$ cat config.mk
export PLATFORM = sky130hd
export DESIGN_NAME = prco_fetch
export DESIGN_NICKNAME = d
export VERILOG_FILES = /design/src/rtl/prco_fetch.sv
export SDC_FILE = /design/constraint.sdc
export NUM_CORES = 1
export LEC_CHECK = 0
export CAP_MARGIN = 20
export CELL_PAD_IN_SITES_DETAIL_PLACEMENT = 0
export CELL_PAD_IN_SITES_GLOBAL_PLACEMENT = 1
export CORE_UTILIZATION = 35
export DETAILED_ROUTE_END_ITERATION = 10
export PLACE_DENSITY = 0.88
export SYNTH_ARGS = -nofsm -noshare
export SYNTH_HDL_FRONTEND = slang
export SYNTH_SLANG_ARGS = --single-unit
$ cat constraint.sdc
create_clock -name i_clk -period 2.4 [get_ports i_clk]
set_input_delay 0.48 -clock i_clk [delete_from_list [all_inputs] [get_ports i_clk]]
set_output_delay 0.48 -clock i_clk [all_outputs]
set_load 0.01 [all_outputs]
$ cat src/rtl/prco_fetch.sv
// PRCO instruction fetch unit: owns the program counter, issues reads to a
// synchronous instruction ROM and hands each returned word to the decoder.
module prco_fetch #(
    parameter int unsigned         PC_WIDTH    = 32'd8,
    parameter logic [PC_WIDTH-1:0] RESET_PC    = {PC_WIDTH{1'b0}},
    parameter int unsigned         MEM_LATENCY = 32'd1
) (
    input  logic                i_clk,
    input  logic                i_reset,
    input  logic                i_en,
    input  logic                i_fetch,
    input  logic                i_jmp,
    input  logic [PC_WIDTH-1:0] i_jmp_addr,
    output logic [PC_WIDTH-1:0] q_mem_addr,
    output logic                q_mem_re,
    input  logic [15:0]         i_mem_data,
    output logic [15:0]         q_instr,
    output logic                q_ce,
    output logic [PC_WIDTH-1:0] q_pc,
    output logic                q_busy
);

    localparam logic [2:0]          LAT_C  = 3'(MEM_LATENCY);
    localparam logic [PC_WIDTH-1:0] PC_ONE = {{(PC_WIDTH-1){1'b0}}, 1'b1};
    localparam logic [15:0]         NOP_C  = 16'h0000;

    typedef enum logic [1:0] {
        ST_BOOT = 2'd0,
        ST_IDLE = 2'd1,
        ST_WAIT = 2'd2
    } state_t;

    state_t              state_r,    state_s;
    logic [PC_WIDTH-1:0] pc_r,       pc_s;
    logic [PC_WIDTH-1:0] mem_addr_r, mem_addr_s;
    logic                mem_re_r,   mem_re_s;
    logic [15:0]         instr_r,    instr_s;
    logic                ce_r,       ce_s;
    logic                busy_r,     busy_s;
    logic                pending_r,  pending_s;
    logic                flush_r,    flush_s;
    logic [2:0]          cnt_r,      cnt_s;
    logic [PC_WIDTH-1:0] target_s;

    // Next-state and next-output values of the fetch sequencer.
    always_comb begin
        state_s    = state_r;
        pc_s       = pc_r;
        mem_addr_s = mem_addr_r;
        mem_re_s   = 1'b0;
        instr_s    = instr_r;
        ce_s       = 1'b0;
        busy_s     = busy_r;
        pending_s  = pending_r;
        flush_s    = flush_r;
        cnt_s      = cnt_r;
        // A redirect in the same cycle always wins the address.
        target_s   = i_jmp ? i_jmp_addr : pc_r;
        case (state_r)
            ST_BOOT, ST_IDLE: begin
                if (i_en && ((state_r == ST_BOOT) || i_fetch || pending_r)) begin
                    state_s    = ST_WAIT;
                    mem_addr_s = target_s;
                    mem_re_s   = 1'b1;
                    busy_s     = 1'b1;
                    pc_s       = target_s + PC_ONE;
                    pending_s  = 1'b0;
                    cnt_s      = 3'd0;
                end else begin
                    pc_s      = target_s;
                    pending_s = pending_r | i_fetch;
                end
            end
            ST_WAIT: begin
                pc_s      = target_s;
                flush_s   = flush_r | i_jmp;
                pending_s = i_jmp ? 1'b0 : (pending_r | i_fetch);
                if (cnt_r == LAT_C) begin
                    state_s = ST_IDLE;
                    busy_s  = 1'b0;
                    flush_s = 1'b0;
                    cnt_s   = 3'd0;
                    // A redirected read is dropped and the new target is fetched next edge.
                    if (flush_r || i_jmp) begin
                        pending_s = 1'b1;
                    end else begin
                        instr_s = i_mem_data;
                        ce_s    = 1'b1;
                    end
                end else begin
                    cnt_s = cnt_r + 3'd1;
                end
            end
            default: begin
                state_s   = ST_IDLE;
                busy_s    = 1'b0;
                flush_s   = 1'b0;
                pending_s = 1'b0;
                cnt_s     = 3'd0;
            end
        endcase
    end

    // State and output registers with asynchronous active-low reset.
    always_ff @(posedge i_clk or negedge i_reset) begin
        if (!i_reset) begin
            state_r    <= ST_BOOT;
            pc_r       <= RESET_PC;
            mem_addr_r <= {PC_WIDTH{1'b0}};
            mem_re_r   <= 1'b0;
            instr_r    <= NOP_C;
            ce_r       <= 1'b0;
            busy_r     <= 1'b0;
            pending_r  <= 1'b0;
            flush_r    <= 1'b0;
            cnt_r      <= 3'd0;
        end else begin
            state_r    <= state_s;
            pc_r       <= pc_s;
            mem_addr_r <= mem_addr_s;
            mem_re_r   <= mem_re_s;
            instr_r    <= instr_s;
            ce_r       <= ce_s;
            busy_r     <= busy_s;
            pending_r  <= pending_s;
            flush_r    <= flush_s;
            cnt_r      <= cnt_s;
        end
    end

    assign q_mem_addr = mem_addr_r;
    assign q_mem_re   = mem_re_r;
    assign q_instr    = instr_r;
    assign q_ce       = ce_r;
    assign q_pc       = pc_r;
    assign q_busy     = busy_r;

endmodule

==> results of run 1 <==
## flip-flops by register name, summed over array words and instances, names as in the netlist
name and flops:
q_pc 8, cnt_r 3, state_r 2, q_mem_addr 8, q_instr 16, q_ce 1, flush_r 1, q_mem_re 1
pending_r 1
## critical path: stages
cell             delay [ns]
clkdlybuf4s50_1        0.56
mux2_2                 0.39
ha_1                   0.20
nand2_1                0.11
nor3_1                 0.11
and3b_1                0.23
o31ai_1                0.17
o21ai_0                0.11
## through the flow
stage	utilization, %	hold slack (ns)	setup slack (ns)
after floorplan	-	0.184	0.408
after global placement	50.2	0.411	-0.0354
after detailed placement	50.2	0.414	-0.104
after CTS	52.1	0.0986	0.194
after global routing	52.1	0.106	0.0178
final	52.1	0.0885	0.208
## kinds of logic after synthesis
kind of cell             Yosys count  synth area share (%)
flip-flops                        41                  50.1
multiplexers                      27                  16.1
XOR/XNOR                           6                  2.56
AO/OA/AOI/OAI                     34                  10.8
adder cells (fa/ha/maj)            1                 0.610
AND/OR/NAND/NOR                   61                  15.3
buffers and inverters             16                  4.58
## synth_stat cells, types with 4 or more instances
master and instances:
a21oi_1 10, xor2_1 4, nand3_1 7, o21ai_0 8, mux2_2 11, inv_1 6, mux2i_1 7, nor2_1 16
nor3_1 5, clkbuf_1 4, nor2b_1 7, mux2_4 9, dfrtp_1 41, nand2_1 14
## routing by layer
metal	part of all wire [%]	track usage, %	up-vias
li1	-	-	800
met1	47	21.0	777
met2	45	26.4	68
met3	6.6	4.19	8
met4	1.8	7.22	0
met5	0	0	-
## power by group
group | internal, uW | switching [uW]
registers | 995 | 251
clock network | 302 | 223
logic | 914 | 618
total | 2210 | 1090
## how the worst min path moves through the flow
stage / from / end / slack (ns)
after floorplan: i_reset / cnt_r[0] / 0.18
after detailed placement: i_reset / q_instr[1] / 0.41
after global routing: i_reset / q_instr[1] / 0.11
final: i_reset / q_instr[1] / 0.09
after CTS: i_reset / q_instr[1] / 0.1
after global placement: i_reset / q_instr[3] / 0.41
## cell type report
type                    instances  area share (%)
multi-input cells             129            32.0
well taps                      72            3.10
flip-flops and latches         41            35.3
clock buffers                   5            2.37
repair buffers                 77            25.2
inverters                       6           0.776
clock inverters                 2            1.21
==> qor.csv, run 1 <==
metric,value,unit
p_total,3300,uW
htree_levels,2,
drt_wl_total,4.74,mm
synthTopCellsByArea,"dfrtp_1 50%, mux2_4 6.6%, mux2_2 6.0%",
postRouteAntennaNets,0,
seqCellArea,1030,um2
start_kind,primary input,
fin_nets,290,
yosys.area.top_type,dfrtp_1,
io_buffer_count,63,
synth_top_flop_cell,dfrtp_1,
dieArea,6170,um2
required,2.55,ns
placed_cell_area,2800,um2
ir_drop,0.517,mV
r2r-start,state_r[0],
critPathMaxFanout,4,
drt_pass1_iterations,4,
grt_pass1_wl,7.96,mm
die_h,78.5,um
drc_errors,0,
endpoint_kind,register,
path_clk_slew,0.07,ns
drv_cap,0,
cts_hold_buf,0,
vias,1653,
synth.net_count,216,
most-common-layout-cells,"62 x clkdlybuf4s50_1, 41 x dfrtp_1, 16 x nor2_1, 14 x nand2_1, 14 x buf_4",
initial_utilization,36.8,%
hold_path_class,in -> async,
synth_top_area_share,50.1,%
layout_commonest_cell,clkdlybuf4s50_1,
clock-root-buffer,clkbuf_8,
slew_viol_final,0,
synthesis.area,2050,um2
final_hold_viol_count,0,
overflow,0,
syn_inst,186,
fillers,502,
coreArea,5570,um2
wl_per_cell,14.3,um
fin_skew,0.00534,ns
seq_area_frac_synth,50.1,%
synth-edff-count,0,
layout-drive-gt1-share,17.7,%
critPathKind,in -> reg,
cts_buffers,5,
clkLatencyLatePin,0.29,ns
async_flop_share,100,%
p_leak,0.00127,uW
slew_headroom,61.1,%
worst_pin_slew,0.584,ns
clockBufferDepth,2,
drt-initial-drc-count,90,
die_width,78.5,um
antenna_found_initial,0,
hpwl,3.55,mm
diodes,0,
place.gp.congestion,0.782,
final_area,2900,um2
multi_input_area,930,um2
avgSynthCellArea,11.0,um2
powerDensity,1140,nW/um2
vias_per_cell,4.98,
period_needed,2.19,ns
cts_setup_buffers,0,
ys_ff_latch,41,
dp.cells,325,
cts_tree,done,
max_freq,0.456,GHz
ios,64,
critPathCapture,q_pc[2],
ys_warn_count,0,
rsz0062_at_grt,false,
yosysUniqueCellTypes,40,
crit_start,i_jmp,
setup_viol_count_final,0,
synthToLayoutAreaGrowth,41.6,%
status,completed,
instances_no_fill,332,
r2r_cells,5,
grt_pass1_vias,1697,
rrSetupSlack,0.46,ns
grt_max_degree,18,
worstPathArrival,2.34,ns
tns,0,ns
clock_sinks,41,
fin_crit_sh,91.3,%
track_usage,16.5,%
r2r-end,q_pc[3],
cts_resized,0,
rows,27,
(Power assumes the default switching activity.)
==> run 2: changes to the inputs <==
--- a/config.mk
+++ b/config.mk
@@ -14,3 +14,4 @@
 export SYNTH_ARGS = -nofsm -noshare
 export SYNTH_HDL_FRONTEND = slang
 export SYNTH_SLANG_ARGS = --single-unit
+export TNS_END_PERCENT = 100
==> results of run 2 <==
Same layout as run 1: the final DEF is identical, and so are final timing and power.
==> run 3: changes to the inputs <==
--- a/config.mk
+++ b/config.mk
@@ -6,9 +6,7 @@
 export NUM_CORES = 1
 export LEC_CHECK = 0
 export CAP_MARGIN = 20
-export CELL_PAD_IN_SITES_DETAIL_PLACEMENT = 0
-export CELL_PAD_IN_SITES_GLOBAL_PLACEMENT = 1
-export CORE_UTILIZATION = 35
+export CORE_UTILIZATION = 46
 export DETAILED_ROUTE_END_ITERATION = 10
 export PLACE_DENSITY = 0.88
 export SYNTH_ARGS = -nofsm -noshare
==> run 3 against run 2 <==
  * Cell area fell by 1.9%
  * Non-clock buffer count fell by 2
  * Core utilization increased by 17 points
  * Critical path depth grew 1
  * Critical endpoint is now q_pc[6]
  * Worst hold slack gained 0.21 ns
  * Flip-flop and latch count unchanged
  * Count of clock-buffer cells in the layout increased by 1
  * Largest cell class unchanged
  * Combinational power hardly changed
  * Via count is 3.8% higher
  * Fmax rose by 1.5%
==> qor.csv, run 3 (synthesis gave the netlist of run 1 again) <==
metric,value,unit,change
status,completed,,
die_width,68.8,um,-12%
most-common-layout-cells,"62 x clkdlybuf4s50_1, 41 x dfrtp_1, 16 x nor2_1, 14 x nand2_1, 12 x buf_4",,
setup_viol_count_final,0,,unchanged
grt_pass1_vias,1636,,-3.6%
clkLatencyLatePin,0.29,ns,about the same
clock-root-buffer,clkbuf_8,,
htree_levels,2,,unchanged
track_usage,23.2,%,+6.7 points
fin_nets,288,,-0.69%
start_kind,primary input,,
slew_viol_final,0,,unchanged
cts_setup_buffers,0,,unchanged
worstPathArrival,2.37,ns,+0.03 ns
rows,23,,-15%
overflow,0,,unchanged
critPathMaxFanout,5,,+1
slowest_delay,0.55,ns,about the same
crit_slowest_cell,clkdlybuf4s50_1,,
required,2.61,ns,+0.06 ns
worst_pin_slew,0.898,ns,+0.313 ns
rsz0062_at_grt,false,,
r2r_cells,6,,+1
max_freq,0.463,GHz,+1.5%
drt_wl_total,5.01,mm,+5.7%
wl_per_cell,16.3,um,+14%
postRouteAntennaNets,0,,unchanged
p_leak,0.00126,uW,-1.5%
io_buffer_count,63,,unchanged
grt_pass1_wl,7.81,mm,-1.8%
crit_buf_inv,2,,+1
dp_slack,-0.0547,ns,+0.0496 ns
cts_resized,0,,unchanged
layout_commonest_cell,clkdlybuf4s50_1,,
endpoint_kind,register,,
initial_utilization,49.5,%,+13 points
antenna_found_initial,0,,unchanged
worstPathCellList,clkdlybuf4s50_1 > mux2_2 > ha_1 > nand2_1 > a2111oi_2 > buf_4 > a31oi_1 > nor2_1 > o22ai_1,,
drt-initial-drc-count,92,,+2.2%
path_clk_slew,0.07,ns,about the same
hpwl,3.65,mm,+2.8%
diodes,0,,unchanged
clock_sinks,41,,unchanged
critPathKind,in -> reg,,
drv_cap,0,,unchanged
cts_buffers,5,,unchanged
clockBufferDepth,2,,unchanged
cts_hold_buf,0,,unchanged
cts_tree,done,,
ir_drop,0.605,mV,+17%
dieArea,4730,um2,-23%
grt_max_degree,42,,+24
final_hold_viol_count,0,,unchanged
fin_crit_sh,89.9,%,-1.4 points
place.gp.congestion,0.790,,+0.98%
powerDensity,1140,nW/um2,+0.55%
layout-drive-gt1-share,17.1,%,-0.64 points
synthToLayoutAreaGrowth,38.9,%,
fin_skew,0.00764,ns,+0.00229 ns
drt_pass1_iterations,4,,unchanged
slew_headroom,40.2,%,-21 points
crit_family,buffers and inverters,,
hold_path_class,in -> async,,
drc_errors,0,,unchanged
largest_reg_flops,16,,unchanged
vias_per_cell,5.57,,+12%
ios,64,,unchanged
p_total,3260,uW,-1.4%
die_h,68.8,um,-12%
vias,1715,,+3.8%
period_needed,2.16,ns,-0.0332 ns
coreArea,4140,um2,-26%
cp_num_cells,9,,+1
setup_ws,0.241,ns,+0.0332 ns
==> run 3: area by class of cell <==
type | instances | area [um2]
Clock buffer | 6 | 82.6
Clock inverter | 1 | 7.51
Fill cell | 307 | 1300
Inverter | 6 | 22.5
Multi-Input combinational cell | 129 | 930
Sequential cell | 41 | 1030
Tap cell | 50 | 62.6
Timing Repair Buffer | 75 | 716
==> run 3: stage by stage <==
step           instances  setup TNS, ns  util, %  cell area, um2  hold slack (ns)
6_report             308              0     68.7            2850            0.302
4_1_cts              308              0     68.7            2850            0.332
3_5_place_dp         301         -0.198     66.5            2760            0.490
3_3_place_gp         301              0     66.5            2760            0.486
2_1_floorplan        186              0        -            2050            0.184
5_1_grt              308              0     68.7            2850            0.385
==> run 3: where the power goes <==
group          internal, uW  total, uW  switching [uW]
Sequential              995       1260             264
Clock                   227        452             225
Combinational           908       1550             638
==> run 3: worst paths after layout <==
kind	start	endpoint	slack [ns]
max	i_jmp	q_pc[6]	0.24
min	i_reset	q_mem_addr[6]	0.30
max reg2reg	state_r[0]	q_pc[0]	0.38
min reg2reg	q_instr[1]	q_instr[1]	0.51
max in group asynchronous	i_reset	cnt_r[0]	1.53
min in group i_clk	q_instr[1]	q_instr[1]	0.51
==> run 3: layer usage <==
metal	GRT usage, %	part of all wire [%]
met5	0	0
met4	14.5	3.9
met3	5.43	4.5
met2	35.7	49
met1	29.3	42
==> variant 1 (settings of run 3) <==
Set the parameter `PC_WIDTH` to 32'd12 (it was 32'd8).
--- a/src/rtl/prco_fetch.sv
+++ b/src/rtl/prco_fetch.sv
@@ -2,5 +2,5 @@
 // synchronous instruction ROM and hands each returned word to the decoder.
 module prco_fetch #(
-    parameter int unsigned         PC_WIDTH    = 32'd8,
+    parameter int unsigned         PC_WIDTH    = 32'd12,
     parameter logic [PC_WIDTH-1:0] RESET_PC    = {PC_WIDTH{1'b0}},
     parameter int unsigned         MEM_LATENCY = 32'd1
Ports: changed (resized i_jmp_addr, q_mem_addr and q_pc); port bits go from 64 to 76. No check against the original RTL was run, so the function may have changed too.
==> variant 1 against run 3 <==
  * Utilization is 1.3 points lower
  * Fmax is 1.4% lower
  * Die area is 20% higher
  * Area after synthesis is 20% higher
  * Final area is 22% higher
  * Final cell count is 25% higher
  * Sequential cell count is 8 higher
  * Power is 21% higher
  * Sequential power is 21% higher
  * Routed wire length is 23% higher
  * Setup slack worse by 0.030 ns
  * Count of clock-buffer cells in the layout stayed put
==> variant 1: results (changes against run 3) <==
Avg Inst Size Synth 10.9 sq um (-1.4%); PortBufs 75 (+19%); wire length on met3 539 um (+140%); Worst Hold Class in -> async; CP max FO 20 (+15); status finished, final reports clean; layout cell share with drive strength beyond 1 16.1% (-0.92 points); Antenna Cells 0 (unchanged); largest net degree at the start of global routing 50 (+19%); top post-synthesis cells by count 49 x dfrtp_1, 24 x nor2_1, 18 x nand2_1, 17 x a21oi_1, 12 x mux2_2; leading post-synthesis cells by cell area dfrtp_1 50%, mux2_4 5.5%, mux2_2 5.5%; hold slack 0.270 ns (-0.0324 ns); final wirelength 6140 um (+23%); fillers 397 (+29%); Rel. slew slack 47.2% (+7.1 points); first-pass GRT wire length 9350 um (+20%); worst r2r path cells 4 (-2); peak supply drop 0.476 mV (-21%); leakage 1.50 nW (+19%); Total GRT Usage 22.5% (-0.68 points); worst r2r dst q_mem_addr[2]; Cell Area, Placed 3380 sq um (+22%); clock insertion delay at the later pin of the skew report 0.31 ns (+0.02 ns); GPL Wtd Cong 0.842 (+6.7%); met2 Track Usage GR 38.9% (+3.3 points); Compound-Gate Fraction of Synth Area 12.3% (+1.5 points); mux contribution to synthesized area 15.4% (-0.64 points); comb pwr 1.92 mW (+24%); switching share of power 35.7% (+1.2 points); Crit path largest cell delay 0.45 ns (-0.10 ns); pwr dens 1140 nW/um^2 (-0.71%); placed insts 378 (+26%); Synthesized Nets 261 (+21%); Crit path arrival time 2.38 ns; synthesized-area fraction occupied by adder cells 0.507% (-0.10 points); wl on met1 2570 um (+22%); DR vias 2050 (+20%); met3 Use GR 6.43% (+1.0 points); placed wire-length estimate 4560 um (+25%); clock-pin slew on the worst setup and hold paths 0.09 ns (+0.02 ns); DR vias/cell 5.31 (-4.6%); routing usage on met1 26.2% (-3.1 points); clk_skew 0.00603 ns (-0.00161 ns); xor/xnor share of the synthesized area 2.84% (+0.28 points); Seq/Total Area, Yosys 49.7% (-0.37 points); Yosys cell types 49 (+23%); WL met2 2950 um (+19%); layout net count 349 (+21%); iteration-0 DRC count of the detailed router 78 (-15%); Clk network pwr share 12.3% (-1.6 points); vias in the first global route 2041 (+25%); CTS tree yes; max layer used met4; dpl ws -0.0994 ns (-0.0447 ns); reg-to-reg slack, setup 0.44 ns (+0.06 ns)
## variant 1: cell count changes after synthesis, sizes merged, moves of 4 or more
cell,change
nor2,+8
nand2,+4
mux2i,+4
a21oi,+7
dfrtp,+8
## variant 1: worst max-delay path by stage
stage	start	to	slack, ns	cells past startpoint
CTS	i_jmp	q_pc[8]	0.23	8
finish	i_jmp	q_pc[8]	0.21	8
global route	i_jmp	q_pc[8]	0.09	8
detailed placement	i_jmp	q_pc[8]	-0.1	8
global placement	i_jmp	q_pc[8]	-0.06	8
floorplan	i_jmp	q_pc[8]	0.19	10
## variant 1: final cells by class
type	instances	area [sq um]	share of cell area (%)
Multi-Input combinational cell	162	1140	32.9
Inverter	4	15.0	0.434
Timing Repair Buffer	93	906	26.2
Clock buffer	6	72.6	2.10
Clock inverter	2	15.0	0.434
Sequential cell	49	1230	35.4
Tap cell	70	87.6	2.53
==> variant 2 (config.mk and constraints of run 3) <==
Without the edit above. Put one more register stage on the output `q_mem_addr`. The value now appears one clock later. The other outputs are not delayed to match.
--- a/src/rtl/prco_fetch.sv
+++ b/src/rtl/prco_fetch.sv
@@ -129,5 +129,7 @@
     end
 
-    assign q_mem_addr = mem_addr_r;
+    always_ff @(posedge i_clk) begin
+        q_mem_addr <= mem_addr_r;
+    end
     assign q_mem_re   = mem_re_r;
     assign q_instr    = instr_r;
Formal check against the unedited RTL: not equivalent (Yosys sat finds a counterexample within 4 cycles, from zero or initial values and one cycle with i_reset low).
==> variant 2 against run 3 <==
  * The flow now finishes with violations (DRC)
  * Critical path depth fell by 2
  * Combinational power fell by 3%
  * Routed wire length fell by 3.3%
  * Via count fell by 2.0%
  * Clock power rose by 7.5%
  * Register-to-register slack improved by 0.10 ns
  * Final area rose by 5.3%
  * Setup slack got worse by 0.085 ns
  * Non-clock buffer count did not move
  * Area after synthesis rose by 7.3%
  * Fmax fell by 3.8%
  * Sequential cell count rose by 8
  * Power rose by 5.5%
==> variant 2: results (changes against run 3) <==
status finished with violations; failing checks DRC; vias in the first global route 1713 (+4.7%); part of the power in registers 42.2% (+3.5 points); first-pass GRT wire length 8060 um (+3.2%); clk_skew 0.00479 ns (-0.00284 ns); DR vias/cell 5.41 (-2.9%); # DRC 9 (+9); inverter count 4 (-2); worst r2r dst q_pc[7]; met3 Use GR 7.12% (+1.7 points); peak supply drop 0.441 mV (-27%); reg-to-reg slack, setup 0.48 ns (+0.10 ns); wire length on met3 346 um (+52%); CP max FO 8 (+3); routing usage on met1 26.0% (-3.3 points); fin cells 311 (+0.97%); Clock buf/inv share 3.01% (-0.16 points); layout cell share with drive strength beyond 1 17.8% (+0.71 points); leakage 1.32 nW (+5.4%); pwr dens 1150 nW/um^2 (+0.20%); leading post-synthesis cells by cell area dfrtp_1 47%, dfxtp_1 7.3%, mux2_4 6.1%; Total GRT Usage 20.8% (-2.4 points); switching share of power 33.0% (-1.5 points); Crit path arrival time 2.46 ns (+0.09 ns); iteration-0 DRC count of the detailed router 123 (+34%); DR WL/cell 15.6 um (-4.2%); Rel. slew slack 40.6% (+0.44 points); Tcrit/Tclk final 93.5% (+3.6 points); WL met2 2320 um (-6.3%)
## variant 2: cell types whose count changed after synthesis, sizes merged, moves of 3 or more
cell	change
nor2b	-4
dfxtp	+8
nand3	-5
a21oi	+3
nor3	-4
## variant 2: kinds of logic after synthesis
| logic type | synth area share (%) |
|---|---|
| AND/OR/NAND/NOR | 13.0 |
| flip-flops | 54.0 |
| AO/OA/AOI/OAI | 10.2 |
| multiplexers | 15.9 |
| buffers and inverters | 3.93 |
| XOR/XNOR | 2.39 |
| adder cells (fa/ha/maj) | 0.569 |
## variant 2: metrics by stage
stage                     instance area [sq um]  TNS, ns  hold WS (ns)
after floorplan                            2200        0         0.184
after global placement                     2910  -0.0920         0.353
after detailed placement                   2910   -0.616         0.351
after CTS                                  3000        0         0.314
after global routing                       3000        0         0.355
final                                      3000        0         0.293
## variant 2: worst max-delay path: stages
cell	delay (ns)
clkdlybuf4s50_1	0.63
mux2_2	0.39
ha_1	0.19
and4_1	0.24
nand4_1	0.14
mux2i_1	0.10
a221oi_2	0.29
